File: src/rtl/ifetch_pkg.sv
// Shared types and constants for the instruction prefetcher.
package ifetch_pkg;

  localparam int LINE_WORDS = 8;

  typedef logic [255:0] line_t;
  typedef logic [26:0]  line_addr_t;
  typedef logic [2:0]   word_off_t;

  typedef logic [1:0] ifetch_state_e;
  localparam ifetch_state_e IDLE  = 2'd0;
  localparam ifetch_state_e BUSY  = 2'd1;
  localparam ifetch_state_e DRAIN = 2'd2;

  function automatic logic [31:0] line_word(input line_t line, input word_off_t off);
    return line[32*off +: 32];
  endfunction

endpackage

File: src/rtl/ifetch_line_fifo.sv
// Line buffer: DEPTH entries of {line address, 256-bit line}, with synchronous flush.
// Latency: a pushed line is at the head the cycle after the push edge.
// Backpressure: none internally; the caller guarantees no push when full and no pop when empty.
module ifetch_line_fifo
  import ifetch_pkg::*;
#(
  parameter int DEPTH = 2,
  localparam int CW = $clog2(DEPTH + 1)
) (
  input  logic          clk,
  input  logic          rst,
  input  logic          push,
  input  line_addr_t    push_addr,
  input  line_t         push_line,
  input  logic          pop,
  input  logic          flush,
  output logic [CW-1:0] count,
  output line_addr_t    head_addr,
  output line_t         head_line
);

  localparam int PW = (DEPTH > 1) ? $clog2(DEPTH) : 1;
  localparam logic [PW-1:0] LAST_PTR = PW'(DEPTH - 1);

  line_addr_t    addr_mem [DEPTH];
  line_t         line_mem [DEPTH];
  logic [PW-1:0] wr_ptr;
  logic [PW-1:0] rd_ptr;

  function automatic logic [PW-1:0] ptr_inc(input logic [PW-1:0] p);
    return (p == LAST_PTR) ? '0 : p + 1'b1;
  endfunction

  always_ff @(posedge clk or posedge rst) begin
    if (rst) begin
      wr_ptr <= '0;
      rd_ptr <= '0;
      count  <= '0;
    end else if (flush) begin
      wr_ptr <= '0;
      rd_ptr <= '0;
      count  <= '0;
    end else begin
      if (push) wr_ptr <= ptr_inc(wr_ptr);
      if (pop)  rd_ptr <= ptr_inc(rd_ptr);
      count <= count + CW'(push) - CW'(pop);
    end
  end

  // Storage carries no reset; only the pointers and count define what is valid.
  always_ff @(posedge clk) begin
    if (push && !flush) begin
      addr_mem[wr_ptr] <= push_addr;
      line_mem[wr_ptr] <= push_line;
    end
  end

  assign head_addr = addr_mem[rd_ptr];
  assign head_line = line_mem[rd_ptr];

endmodule

File: src/rtl/ifetch_prefetch.sv
// Wishbone line prefetcher feeding 32-bit words to fetch; IFETCH_BYPASS_EN forwards the ack line in its own cycle.
// Latency: request visible the cycle after IDLE, word valid the cycle after ack (ack cycle with bypass).
// Backpressure: new requests only while buffered + outstanding lines < DEPTH; fetch stalls via instr_ready.
module ifetch_prefetch
  import ifetch_pkg::*;
#(
  parameter int          DEPTH    = 2,
  parameter logic [31:0] RESET_PC = 32'h0000_0060
) (
  input  logic         clk,
  input  logic         rst,
  input  logic         redirect_valid,
  input  logic [31:0]  redirect_pc,
  output logic         instr_valid,
  input  logic         instr_ready,
  output logic [31:0]  instr_pc,
  output logic [31:0]  instr,
  output logic         wb_cyc,
  output logic         wb_stb,
  output logic         wb_we,
  output logic [31:0]  wb_sel,
  output logic [26:0]  wb_adr,
  input  logic [255:0] wb_dat_s,
  input  logic         wb_ack
);

  localparam int CW = $clog2(DEPTH + 1);
  localparam logic [CW:0] DEPTH_C = (CW + 1)'(DEPTH);

  ifetch_state_e state;
  logic          cyc_q;
  line_addr_t    adr_q;
  line_addr_t    next_line;
  word_off_t     word_off;

  logic [CW-1:0] count;
  logic [CW:0]   count_ext;
  logic [CW:0]   count_next;
  line_addr_t    head_addr;
  line_t         head_line;

  logic ack_keep, bypass, hs, last_word, fifo_pop, push;
  logic unused_pc_bits;

  assign unused_pc_bits = &{1'b0, redirect_pc[1:0]};

  assign ack_keep  = (state == BUSY) && wb_ack && !redirect_valid;
  assign hs        = instr_valid && instr_ready && !redirect_valid;
  assign last_word = hs && (word_off == word_off_t'(LINE_WORDS - 1));
  assign fifo_pop  = last_word && (count != '0);
  // A bypassed line fully consumed in its ack cycle never needs a buffer slot.
  assign push      = ack_keep && !(bypass && last_word);

  assign count_ext  = {1'b0, count};
  assign count_next = count_ext + (CW + 1)'(push) - (CW + 1)'(fifo_pop);

`ifdef IFETCH_BYPASS_EN
  assign bypass      = ack_keep && (count == '0);
  assign instr_valid = (count != '0) || bypass;
  assign instr       = bypass ? line_word(wb_dat_s, word_off) : line_word(head_line, word_off);
  assign instr_pc    = {(bypass ? adr_q : head_addr), word_off, 2'b00};
`else
  assign bypass      = 1'b0;
  assign instr_valid = (count != '0);
  assign instr       = line_word(head_line, word_off);
  assign instr_pc    = {head_addr, word_off, 2'b00};
`endif

  ifetch_line_fifo #(.DEPTH(DEPTH)) u_fifo (
    .clk       (clk),
    .rst       (rst),
    .push      (push),
    .push_addr (adr_q),
    .push_line (wb_dat_s),
    .pop       (fifo_pop),
    .flush     (redirect_valid),
    .count     (count),
    .head_addr (head_addr),
    .head_line (head_line)
  );

  always_ff @(posedge clk or posedge rst) begin
    if (rst) begin
      state     <= IDLE;
      cyc_q     <= 1'b0;
      adr_q     <= RESET_PC[31:5];
      next_line <= RESET_PC[31:5];
      word_off  <= RESET_PC[4:2];
    end else begin
      case (state)
        IDLE: begin
          if (!redirect_valid && (count_ext < DEPTH_C)) begin
            state <= BUSY;
            cyc_q <= 1'b1;
            adr_q <= next_line;
          end
        end
        BUSY: begin
          if (wb_ack) begin
            // Chain the next request only if the just-acked line leaves room for it.
            if (!redirect_valid && (count_next < DEPTH_C)) begin
              adr_q <= next_line + 1'b1;
            end else begin
              state <= IDLE;
              cyc_q <= 1'b0;
            end
          end else if (redirect_valid) begin
            state <= DRAIN;
          end
        end
        DRAIN: begin
          if (wb_ack) begin
            state <= IDLE;
            cyc_q <= 1'b0;
          end
        end
        default: begin
          state <= IDLE;
          cyc_q <= 1'b0;
        end
      endcase

      if (redirect_valid) begin
        next_line <= redirect_pc[31:5];
        word_off  <= redirect_pc[4:2];
      end else begin
        if (ack_keep) next_line <= next_line + 1'b1;
        if (hs)       word_off  <= word_off + 1'b1;
      end
    end
  end

  assign wb_cyc = cyc_q;
  assign wb_stb = cyc_q;
  assign wb_we  = 1'b0;
  assign wb_sel = '1;
  assign wb_adr = adr_q;

endmodule

File: config.mk
export PLATFORM = sky130hd
export DESIGN_NAME = ifetch_prefetch
export DESIGN_NICKNAME = d
export VERILOG_FILES = /design/src/rtl/ifetch_pkg.sv /design/src/rtl/ifetch_line_fifo.sv /design/src/rtl/ifetch_prefetch.sv
export SDC_FILE = /design/constraint.sdc
export NUM_CORES = 1
export LEC_CHECK = 0
export ABC_AREA = 1
export CAP_MARGIN = 20
export CORE_MARGIN = 5
export CORE_UTILIZATION = 55
export DETAILED_ROUTE_END_ITERATION = 10
export PLACE_DENSITY = 0.81
export SYNTH_ARGS = -nofsm -noshare
export SYNTH_HDL_FRONTEND = slang
export SYNTH_HIERARCHICAL = 1
export SYNTH_SLANG_ARGS = --single-unit
File: constraint.sdc
create_clock -name clk -period 40.6 [get_ports clk]
set_input_delay 6.09 -clock clk [delete_from_list [all_inputs] [get_ports clk]]
set_output_delay 6.09 -clock clk [all_outputs]
set_load 0.02 [all_outputs]
# Word level (Yosys, flattened, before mapping)
# Memory sizes are Yosys's and may differ from the RTL's.
# Cells that the tools add are included.
[word_totals]
word_cells = 78
input_bits = 293
output_inout_bits = 127
regBits = 64
mem_count = 2
ram_bits = 566
[op_classes]
mux = 28
n_reduce_logical = 19
add_sub_neg = 8
shift = 1
n_eq_ne = 10
n_lt_le_gt_ge = 2
[memory_table]
columns = ["memory", "depth", "width", "rd", "rd_clocked_by_memory_dff", "wr", "line_no", "source"]
rows = [
  ["u_fifo.line_mem", 2, 256, 1, 0, 1, "ifetch_line_fifo.sv:26", "line_t line_mem [DEPTH];"],
  ["u_fifo.addr_mem", 2, 27, 1, 0, 1, "ifetch_line_fifo.sv:25", "line_addr_t addr_mem [DEPTH];"],
]
[ops]
columns = ["op", "count"]
rows = [
  ["256-bit by 9-bit variable part select with 32-bit output", 1],
  ["27-bit two-way mux", 5],
  ["27-bit case mux with 2 select lines", 1],
  ["27-bit by 1-bit adder with 27-bit output (second input constant)", 1],
  ["1-bit two-way mux", 12],
  ["2-bit two-way mux", 6],
  ["4-bit AND reduction", 3],
  ["2-bit nonzero test", 5],
  ["1-bit logical AND", 9],
  ["2-bit inequality test (second input constant)", 4],
  ["3-bit two-way mux", 2],
  ["3-bit inequality test (second input constant)", 2],
  ["2-bit case mux with 3 select lines", 1],
  ["2-bit by 1-bit adder with 3-bit output", 1],
  ["3-bit by 1-bit adder with 3-bit output (second input constant)", 1],
  ["3-bit == test (second input constant)", 1],
  ["3-bit by 2-bit < comparator with 1-bit output (second input constant)", 1],
  ["1-bit case mux with 3 select lines", 1],
  ["3-bit by 1-bit subtractor with 3-bit output", 1],
  ["1-bit adder (second input constant)", 2],
  ["2-bit by 1-bit adder with 2-bit output", 1],
  ["2-bit by 1-bit == test with 1-bit output (second input constant)", 1],
  ["2-bit == test (second input constant)", 1],
  ["2-bit logical NOT", 1],
  ["other kinds (4)", 4],
]

# Depth between registers and ports, before layout
# Gate-level depths: netlist (run 1).
[depth]
depth_word = 11
mapped_depth = 20
ltp_nobuf = 17

# Cells and area by module
# Netlist (run 1), hierarchy kept.
[by_module_without_submodules]
columns = ["module", "seq_area_each_um2", "area_per_inst_um2", "cells_per_inst", "n_inst"]
rows = [
  ["ifetch_line_fifo", 17096.4, 21670.8, 909, 1],
  ["ifetch_prefetch", 1506.4, 6098.3, 1040, 1],
]

# Worst setup path after synthesis (run 1)
# OpenSTA, ideal clock, no wires.
[synth_timing]
path_type = "input to register"
startpoint = "input port redirect_valid"
endpoint = "memory u_fifo/addr_mem[0][0] (netlist name), enable pin"
setup_ns = 0.931
setup_slack_ns = 21.159
cell_stages = 6
path_buffers = 3
required_ns = 39.669
arrival_time_ns = 18.509
path_cell_list = "buf_2 -> nor2_1 -> buf_2 -> buf_4 -> nand2_1 -> nor2_1"
[synth_between]
elab_chain_cells = 5
[synth_lines]
columns = ["element", "line_no", "source"]
rows = [
  ["from (decl)", "ifetch_prefetch.sv:12", "input logic redirect_valid,"],
  ["1-bit logical NOT", "ifetch_prefetch.sv:47", "assign ack_keep = (state == BUSY) && wb_ack && !redirect_valid;"],
  ["1-bit logical AND", "ifetch_prefetch.sv:47", ""],
  ["via ack_keep", "ifetch_prefetch.sv:42", "logic ack_keep, bypass, hs, last_word, fifo_pop, push;"],
  ["1-bit logical AND", "ifetch_line_fifo.sv:52", "if (push && !flush) begin"],
  ["1-bit two-way mux", "ifetch_line_fifo.sv:52", ""],
  ["1-bit two-way mux (implied by the code)", "ifetch_line_fifo.sv:53", "addr_mem[wr_ptr] <= push_addr;"],
  ["to (decl)", "ifetch_line_fifo.sv:25", ""],
]
# The timed path passes the listed nets, and every way through them passes these cells.

# Worst setup path in the final report (run 1)
[layout_timing]
startpoint = "register u_fifo.rd_ptr"
endpoint = "output port instr[21]"
[layout_between]
elab_chain_cells = 2
[layout_lines]
columns = ["element", "line_no", "source"]
rows = [
  ["from (decl)", "ifetch_line_fifo.sv:28", "logic [PW-1:0] rd_ptr;"],
  ["from (signal assigned)", "ifetch_line_fifo.sv:45", "if (pop) rd_ptr <= ptr_inc(rd_ptr);"],
  ["memory 2 x 256 bit", "--", ""],
  ["via head_line[85]", "ifetch_prefetch.sv:40", "line_t head_line;"],
  ["256-bit by 9-bit variable part select with 32-bit output", "ifetch_pkg.sv:16", "return line[32*off +: 32];"],
  ["to (decl)", "ifetch_prefetch.sv:17", "output logic [31:0] instr,"],
]
# The timed path passes the listed nets, and every way through them passes these cells.

==> results.py, run 1 <==
metrics = {
    "setup_path": {
        "end_kind": "primary output",
        "critPathKind": "reg -> out",
        "worstPathMaxFanout": 53,
        "cp.required_ns": 34.51,
        "start_kind": "register",
        "r2r_cells": 15,
        "arrival_ns": 5.71,
    },
    "worst_hold_path": {
        "hold_path_depth": 0,
        "hold_path_class": "reg -> reg",
    },
    "clock_tree": {
        "htree_levels": 3,
        "cts_num_sinks": 630,
        "clk_pin_slew_worst_paths_ns": 0.06,
        "cts_hold_buf": 0,
        "cts_tree": "built",
        "cts-root-buf": "clkbuf_16",
        "numCtsBuffers": 67,
        "post_cts_buffers": 0,
        "worstSkewPairLatency_ns": 0.60,
        "cts_buffer_depth": 3,
        "cts_resized": 0,
    },
    "pwr": {
        "pwr-share-clk_pct": 33.7,
        "combPwrFrac_pct": 21.3,
        "ir_worst_vdd_mv": 0.0438,
        "p_leak_nw": 12.2,
        "swShare_pct": 28.9,
        "powerDensity_nw_per_um2": 52.1,
        "p_seq_share_pct": 45.0,
        "intPower_mw": 1.26,
        "switching_power_mw": 0.512,
    },
    "yosys": {
        "synthArstFlopShare_pct": 10.2,
        "syn_avg_cell_area_sq_um": 14.2,
        "yosys.cell_types.count": 41,
        "yosysSeqAreaShare_pct": 67.0,
        "synth_edf_count": 566,
        "synth_warnings": 6,
        "syn_inst": 1949,
        "ys_seq_elements": 630,
        "synth_flop_cell": "edfxtp_1",
        "syn_area_sq_um": 27800,
    },
    "floorplanning": {
        "num_rows": 82,
        "dieWidth_um": 235,
        "start_util_pct": 55.5,
        "io_pins": 420,
        "die-area_sq_um": 55100,
        "core_area_sq_um": 50100,
        "die_h_um": 235,
    },
    "detailed_routing": {
        "dr.pass1.iters": 5,
        "met1_length_um": 25100,
        "met3_length_um": 5430,
        "drt.antenna.violating_nets": 0,
        "via_per_inst": 5.56,
        "wirelength_um": 68800,
        "routedWlPerCell_um": 22.5,
        "top_layer": "met5",
        "wl_met2_um": 35700,
        "drc_errors": 0,
        "drt_iter0_markers": 1635,
        "via_count": 17000,
    },
    "sta": {
        "setup_viol": 0,
        "maxSlewViolCount": 0,
        "fin_skew_ns": 0.0166,
        "tns_ns": 0,
        "layout_worst_path_cycle_share_pct": 29.1,
        "fmaxAchievable_mhz": 84.8,
        "finalCriticalPeriod_ns": 11.80,
        "relSlewSlack_pct": 22.9,
        "hold_violations": 0,
        "worstMarginPinSlew_ns": 1.16,
        "rsz0062_at_grt": "no",
    },
    "layout": {
        "final_common_cell": "edfxtp_1",
        "layout_common_cells": "edfxtp_1 (566), clkdlybuf4s50_1 (382), nor2_1 (275)",
        "fin_nets": 2622,
        "finalNonFillerCells": 3061,
        "syn2layout_area_growth_pct": 22.6,
        "layout-drive-gt1-share_pct": 18.7,
    },
    "place": {
        "io_buffers": 382,
        "hpwl_um": 44000,
        "gp_congestion": 0.818,
        "dp_cells": 2923,
    },
    "run": {
        "max_cap_violations": 0,
    },
    "global_routing": {
        "grt-ovfl-total": 0,
        "grt_pass1_wl_um": 104000,
        "grt_max_degree": 84,
        "first_global_vias": 17700,
        "antenna_found_initial": 23,
        "track_usage_pct": 24.3,
    },
    "status": {
        "run_status": "complete, no violations",
    },
}
[layout make-up]
type / instances / area, sq um
well taps: 672 / 841
diodes: 17 / 42.5
fillers: 3439 / 16000
multi-input cells: 1169 / 8190
flip-flops and latches: 630 / 18600
clock inverters: 29 / 310
inverters: 49 / 186
clock buffers: 90 / 1840
repair buffers: 405 / 4040
[power by group through the flow]
stage	Combinational, mW	Sequential (mW)	Clock, mW
6_report	0.378	0.798	0.597
2_1_floorplan	0.208	0.819	0
3_5_place_dp	0.377	0.811	0
5_1_grt	0.408	0.803	0.637
4_1_cts	0.381	0.798	0.609
3_3_place_gp	0.369	0.808	0
[worst max-delay path: stages (launching register included)]
cell	delay [ns]
dfrtp_4	1.05
buf_4	0.84
buf_4	0.71
buf_4	0.74
mux2_4	0.27
nor2_1	0.04
nor2_1	0.11
o21ai_0	0.16
a31oi_1	0.29
clkdlybuf4s50_1	0.68
[metrics by stage]
step	hold slack, ns	util (%)	power, mW	setup WS [ns]	cell area, sq um
global placement	0.479	63.5	1.18	29.53	31800
detailed placement	0.489	63.5	1.19	29.49	31800
floorplan	0.481	-	1.03	21.16	27900
global route	0.528	68.0	1.85	28.60	34000
finish	0.504	68.0	1.77	28.80	34100
CTS	0.508	67.8	1.79	28.81	34000
[path summary, 6_finish.rpt]
check	slack, ns	to	startpoint
max	28.80	instr[21]	u_fifo/rd_ptr$_DFFE_PP0P_
min	0.50	u_fifo/addr_mem[0][10]$_DFFE_PP_	wb_adr[10]$_DFFE_PP0P_
max reg2reg	35.86	wb_adr[8]$_DFFE_PP0P_	word_off[0]$_DFFE_PP0P_
min reg2reg	0.50	u_fifo/addr_mem[0][10]$_DFFE_PP_	wb_adr[10]$_DFFE_PP0P_
max in group asynchronous	33.83	word_off[0]$_DFFE_PP0P_	rst
min in group asynchronous	5.85	u_fifo/wr_ptr$_DFFE_PP0P_	rst
[cell usage after synthesis, types with 2 or more instances]
cell	instances	area, sq um
inv_1	44	165
edfxtp_1	566	17000
inv_2	4	15.0
o21ai_1	11	55.1
conb_1	2	7.51
buf_2	24	120
xor2_1	6	52.6
dfstp_2	4	105
xnor2_1	2	17.5
nand4_1	3	18.8
nand3_1	49	245
nand2_1	238	893
o22ai_1	33	206
clkbuf_1	32	120
nor2_4	4	45.0
ha_1	6	75.1
nor2_1	277	1040
a21oi_1	5	25.0
mux2_4	248	3720
a31oi_1	34	213
buf_4	42	315
dfrtp_1	60	1500
nor2_2	4	25.0
a21oi_2	13	114
buf_6	32	360
mux2_2	35	394
nand2_2	3	18.8
o211ai_1	11	82.6
buf_1	4	15.0
o21ai_0	142	711
[per-layer routing]
metal  vias up  track usage [%]
met5         -                0
met4        14             9.95
met3       129             6.00
met2       674             42.4
met1      8441             29.1
li1       7748                -
[registers in the layout, indices dropped and copies added, names as in the netlist]
register and count:
u_fifo/count 2, next_line 27, wb_adr 27, u_fifo/addr_mem 54
u_fifo/line_mem 512, u_fifo/rd_ptr 1, u_fifo/wr_ptr 1, wb_cyc 1
state 2, word_off 3
[logic make-up (layout without fill, tap and decap cells)]
logic type | after synthesis | in the layout | synth area share (%)
mux | 284 | 284 | 14.9
compound gates | 251 | 251 | 5.12
simple gates | 584 | 584 | 8.39
fa+ha+maj | 7 | 7 | 0.342
xor+xnor | 8 | 8 | 0.252
flops | 630 | 630 | 67.0
other cells | 2 | 52 | 0.0270
buf+inv | 183 | 573 | 4.01
Power figures use the tool's default switching activity.
==> inputs of run 2 (changes only) <==
- CORE_UTILIZATION: 55 -> 54
- PLACE_DENSITY: 0.81 -> 0.8
- clock period: 40.6 -> 11.4 ns (I/O delays scaled with it)
==> run 2 against run 1 <==
First-iteration DRC count fell by 17%; largest cell class unchanged; critical endpoint is now instr[11]; die area rose by 1.8%; setup slack lost 23 ns; power rose to 3.5 times the previous value; highest routed layer unchanged; critical path depth shrank 2.
==> results.py, run 2 (synthesis gave the netlist of run 1 again) <==
metrics = {
    "floorplanning": {
        "start_util_pct": 54.3,
        "core_area_sq_um": 51100,
        "die-area_sq_um": 56100,
        "dieWidth_um": 237,
        "num_rows": 83,
        "io_pins": 420,
        "die_h_um": 237,
    },
    "detailed_routing": {
        "routedWlPerCell_um": 22.2,
        "drc_errors": 0,
        "via_per_inst": 5.47,
        "drt.antenna.violating_nets": 0,
        "drt_iter0_markers": 1352,
        "wirelength_um": 67900,
        "via_count": 16700,
        "dr.pass1.iters": 8,
    },
    "clock_tree": {
        "worstSkewPairLatency_ns": 0.64,
        "cts_resized": 0,
        "clk_pin_slew_worst_paths_ns": 0.06,
        "cts_num_sinks": 630,
        "post_cts_buffers": 0,
        "cts-root-buf": "clkbuf_16",
        "cts_hold_buf": 0,
        "htree_levels": 2,
        "cts_buffer_depth": 3,
        "cts_tree": "built",
        "numCtsBuffers": 61,
    },
    "place": {
        "io_buffers": 382,
        "dp_cells": 2928,
        "hpwl_um": 44000,
        "gp_congestion": 0.889,
        "place_area_sq_um": 31800,
        "pre_cts_slack_ns": 5.93,
    },
    "sta": {
        "hold_violations": 0,
        "layout_worst_path_cycle_share_pct": 53.0,
        "whs_ns": 0.497,
        "tns_ns": 0,
        "rsz0062_at_grt": "no",
        "fmaxAchievable_mhz": 166,
        "setup_viol": 0,
        "fin_skew_ns": 0.0176,
        "finalCriticalPeriod_ns": 6.04,
        "setup_slack_ns": 5.36,
        "maxSlewViolCount": 0,
        "relSlewSlack_pct": 23.8,
        "worstMarginPinSlew_ns": 1.14,
    },
    "setup_path": {
        "end_kind": "primary output",
        "r2r_cells": 15,
        "startpoint": "word_off[0]$_DFFE_PP0P_",
        "cp.required_ns": 9.69,
        "regToRegEndpoint": "wb_adr[5]$_DFFE_PP0P_",
        "reg2reg_slack_ns": 7.03,
        "critPathKind": "reg -> out",
        "arrival_ns": 4.33,
        "worstPathMaxFanout": 79,
        "start_kind": "register",
        "crit-reg2reg-launch": "word_off[1]$_DFFE_PP0P_",
    },
    "worst_hold_path": {
        "holdPathEnd": "u_fifo/addr_mem[1][5]$_DFFE_PP_",
        "hold_path_class": "reg -> reg",
        "hold_path_depth": 0,
        "hold_path_startpoint": "wb_adr[5]$_DFFE_PP0P_",
    },
    "pwr": {
        "power_mw": 6.16,
        "ir_worst_vdd_mv": 0.142,
        "powerDensity_nw_per_um2": 182,
        "p_leak_nw": 12.1,
    },
    "global_routing": {
        "track_usage_pct": 23.5,
        "first_global_vias": 17100,
        "grt_pass1_wl_um": 101000,
        "grt_max_degree": 142,
        "grt-ovfl-total": 0,
        "antenna_found_initial": 20,
    },
    "status": {
        "run_status": "complete, no violations",
    },
    "layout": {
        "regMostFlops": "u_fifo/line_mem",
        "finalNonFillerCells": 3054,
        "syn2layout_area_growth_pct": 21.9,
        "reg.largest.list": "u_fifo/line_mem: 512 flops, u_fifo/addr_mem: 54 flops",
        "layout-drive-gt1-share_pct": 18.1,
        "stdcell_area_sq_um": 33800,
        "final_core_utilization_pct": 66.2,
        "final_common_cell": "edfxtp_1",
        "largest_reg_flops": 512,
        "layout_common_cells": "edfxtp_1 (566), clkdlybuf4s50_1 (382), nor2_1 (275)",
        "fin_nets": 2611,
    },
    "run": {
        "max_cap_violations": 0,
    },
}
-- run 2: cell types whose count changed in the layout (fill, tap and decap cells not counted), moves of 2 or more --
cell	before	now
clkbuf_1	18	15
clkinv_1	5	13
clkbuf_16	69	62
buf_12	0	2
buf_16	2	0
buf_4	21	16
inv_6	3	1
clkinvlp_4	5	1
diode_2	17	13
-- run 2: critical path, cell delays in order (launching register included) --
cell and delay (ns):
dfrtp_4 0.78, inv_4 0.56, buf_4 0.79, o21ai_0 0.17, o22ai_1 0.41, nor2_1 0.09
a31oi_1 0.17, clkdlybuf4s50_1 0.65
-- run 2: final cells by class --
class	instances	area [sq um]
Inverter	49	186
Clock buffer	80	1650
Sequential cell	630	18600
Antenna cell	13	32.5
Clock inverter	33	335
Multi-Input combinational cell	1169	8190
Timing Repair Buffer	400	3980
Tap cell	680	851
Fill cell	3571	17300
-- run 2: power breakdown --
group	total, mW	switching [mW]	internal, mW
registers	2.84	0.138	2.70
logic	1.33	0.798	0.535
clock network	1.99	0.854	1.13
total	6.16	1.79	4.37
-- run 2: worst max path at each step --
stage / end / slack, ns / cells after the start
finish: instr[11] / 5.36 / 7
floorplan: u_fifo/addr_mem[0][0]$_DFFE_PP_ / -3.66 / 6
detailed placement: instr[11] / 5.93 / 7
CTS: instr[11] / 5.24 / 7
global route: instr[19] / 5.06 / 7
global placement: instr[11] / 5.94 / 7
-- run 2: routing by layer --
metal | up-vias | global-route usage, % | wire length (um) | part of all wire, %
li1 | 7708 | - | - | -
met1 | 8248 | 28.1 | 24900 | 37
met2 | 623 | 41.6 | 35400 | 52
met3 | 114 | 6.22 | 5460 | 8.0
met4 | 14 | 7.42 | 2010 | 3.0
met5 | - | 0 | 100 | 0.15
==> inputs of run 3 (changes only) <==
- CORE_UTILIZATION: 54 -> 49
- PLACE_DENSITY: 0.8 -> 0.76
- clock period: 11.4 -> 4.9 ns (I/O delays scaled with it)
==> run 3 against run 2 <==
Wire length is 0.56% higher; final cell count is 3.2% higher; highest routed layer unchanged; non-clock buffer count is 17 higher; sequential share of layout area decreased by 0.65 points; first-iteration DRC count fell by 12%; critical path type unchanged; sequential power increased by 130%; flip-flop and latch count unchanged; die area is 9.8% higher; via count is 0.17% higher; hold slack got worse by 0.026 ns; clock-buffer cell count grew 18; setup slack got worse by 4.8 ns.
==> results.py, run 3 (synthesis gave the netlist of run 1 again) <==
metrics = {
    "status": {
        "run_status": "complete, no violations",
    },
    "detailed_routing": {
        "via_per_inst": 5.31,
        "drc_errors": 0,
        "drt.antenna.violating_nets": 0,
        "routedWlPerCell_um": 21.6,
        "dr.pass1.iters": 5,
        "via_count": 16700,
        "drt_iter0_markers": 1190,
        "wirelength_um": 68200,
    },
    "layout": {
        "regMostFlops": "u_fifo/line_mem",
        "layout-drive-gt1-share_pct": 18.7,
        "final_common_cell": "edfxtp_1",
        "layout_common_cells": "edfxtp_1 (566), clkdlybuf4s50_1 (382), nor2_1 (274)",
        "num-fill-cells": 4274,
        "multi_input_area_sq_um": 8210,
        "reg.largest.list": "u_fifo/line_mem: 512 flops, u_fifo/addr_mem: 54 flops",
        "finalNonFillerCells": 3153,
        "regArea_sq_um": 18600,
        "syn2layout_area_growth_pct": 23.3,
        "largest_reg_flops": 512,
        "fin_nets": 2635,
    },
    "sta": {
        "fmaxAchievable_mhz": 229,
        "hold_violations": 0,
        "setup_slack_ns": 0.530,
        "maxSlewViolCount": 0,
        "rsz0062_at_grt": "no",
        "fin_skew_ns": 0.0255,
        "worstMarginPinSlew_ns": 0.706,
        "finalCriticalPeriod_ns": 4.37,
        "layout_worst_path_cycle_share_pct": 89.2,
        "setup_viol": 0,
        "relSlewSlack_pct": 53.0,
    },
    "clock_tree": {
        "htree_levels": 3,
        "cts-root-buf": "clkbuf_16",
        "clk_pin_slew_worst_paths_ns": 0.06,
        "cts_tree": "built",
        "post_cts_buffers": 0,
        "numCtsBuffers": 68,
        "worstSkewPairLatency_ns": 0.59,
        "cts_buffer_depth": 3,
        "cts_num_sinks": 630,
        "cts_hold_buf": 0,
        "cts_resized": 0,
    },
    "setup_path": {
        "r2r_cells": 14,
        "start_kind": "register",
        "reg2reg_slack_ns": 1.46,
        "crit_family": "buffers and inverters",
        "end_kind": "primary output",
        "crit_buf_inv": 2,
        "cp.required_ns": 4.16,
        "crit_path_top_delay_cell": "clkdlybuf4s50_1",
        "regToRegEndpoint": "wb_adr[25]$_DFFE_PP0P_",
        "startpoint": "word_off[1]$_DFFE_PP0P_",
        "critPathKind": "reg -> out",
        "arrival_ns": 3.63,
        "crit_cells": 6,
        "worstPathMaxFanout": 28,
        "critical_path.cell_chain": "inv_2 > o21ai_0 > o22ai_1 > nor2_1 > a31oi_1 > clkdlybuf4s50_1",
        "slowest_delay_ns": 0.65,
        "crit-reg2reg-launch": "word_off[1]$_DFFE_PP0P_",
        "timing.critical_path.to": "instr[26]",
    },
    "pwr": {
        "p_leak_nw": 12.3,
        "powerDensity_nw_per_um2": 421,
        "ir_worst_vdd_mv": 0.359,
    },
    "place": {
        "dp_cells": 3020,
        "hpwl_um": 45200,
        "gp_congestion": 0.849,
        "pre_cts_slack_ns": 0.957,
        "io_buffers": 382,
    },
    "global_routing": {
        "grt-ovfl-total": 0,
        "grt_max_degree": 121,
        "antenna_found_initial": 21,
        "grt_pass1_wl_um": 101000,
        "first_global_vias": 17100,
        "track_usage_pct": 21.7,
    },
    "floorplanning": {
        "die-area_sq_um": 61500,
        "num_rows": 87,
        "start_util_pct": 49.3,
        "die_h_um": 248,
        "dieWidth_um": 248,
        "core_area_sq_um": 56300,
        "io_pins": 420,
    },
    "run": {
        "max_cap_violations": 0,
    },
    "worst_hold_path": {
        "hold_path_class": "in -> async",
    },
}
[run 3: stage by stage]
step | total power [mW] | cell area [sq um] | TNS (ns) | utilization, % | hold WS [ns]
final | 14.4 | 34300 | 0 | 60.9 | 0.470
after floorplan | 8.47 | 27900 | -539.23 | - | 0.481
after detailed placement | 9.89 | 32200 | 0 | 57.2 | 0.501
after global placement | 9.81 | 32200 | 0 | 57.2 | 0.493
after CTS | 14.6 | 34200 | 0 | 60.8 | 0.421
after global routing | 15.1 | 34200 | 0 | 60.8 | 0.444
[run 3: cell type report]
type                       instances  share of cell area [%]
clock buffer                      98                    5.39
antenna                           10                  0.0731
clock inverter                    24                   0.420
multi-input combinational       1169                    24.0
tap                              756                    2.76
timing repair buffer             417                    12.5
sequential                       630                    54.3
inverter                          49                   0.544
[run 3: worst min path at each step]
stage                                        start                               end  slack (ns)  depth (start not counted)
final                                          rst         u_fifo/count[1]$_DFF_PP0_        0.47                          2
after global routing                           rst         u_fifo/count[1]$_DFF_PP0_        0.44                          2
after CTS                                      rst         u_fifo/count[1]$_DFF_PP0_        0.42                          2
after detailed placement    wb_adr[18]$_DFFE_PP0P_  u_fifo/addr_mem[0][18]$_DFFE_PP_        0.50                          0
after global placement       wb_adr[0]$_DFFE_PP1P_             wb_adr[0]$_DFFE_PP1P_        0.49                          2
after floorplan           next_line[3]$_DFFE_PP0P_             wb_adr[3]$_DFFE_PP0P_        0.48                          2
[run 3: report_power, final]
part	internal, mW	switching, mW	leakage (nW)
sequential	6.29	0.302	5.89
combinational	1.30	1.88	5.42
clock	2.63	2.01	0.967
[run 3: worst reg2reg max path: stages (launching register included)]
cell and delay [ns]:
dfrtp_4 0.66, ha_1 0.22, ha_1 0.14, nand2_1 0.05, nor2_1 0.25, ha_1 0.28
inv_1 0.05, nand2_1 0.06, fa_1 0.51, nand4_1 0.16, nand2_1 0.20, nand2_4 0.39
a21oi_1 0.27, nand2_1 0.08, nand2_1 0.05
[run 3: metal layers]
metal,track usage [%],wire [um],vias up
met5,0,130,-
met4,6.59,1820,20
met3,6.13,5340,107
met2,37.6,35000,520
met1,26.5,25900,8324
li1,-,-,7764
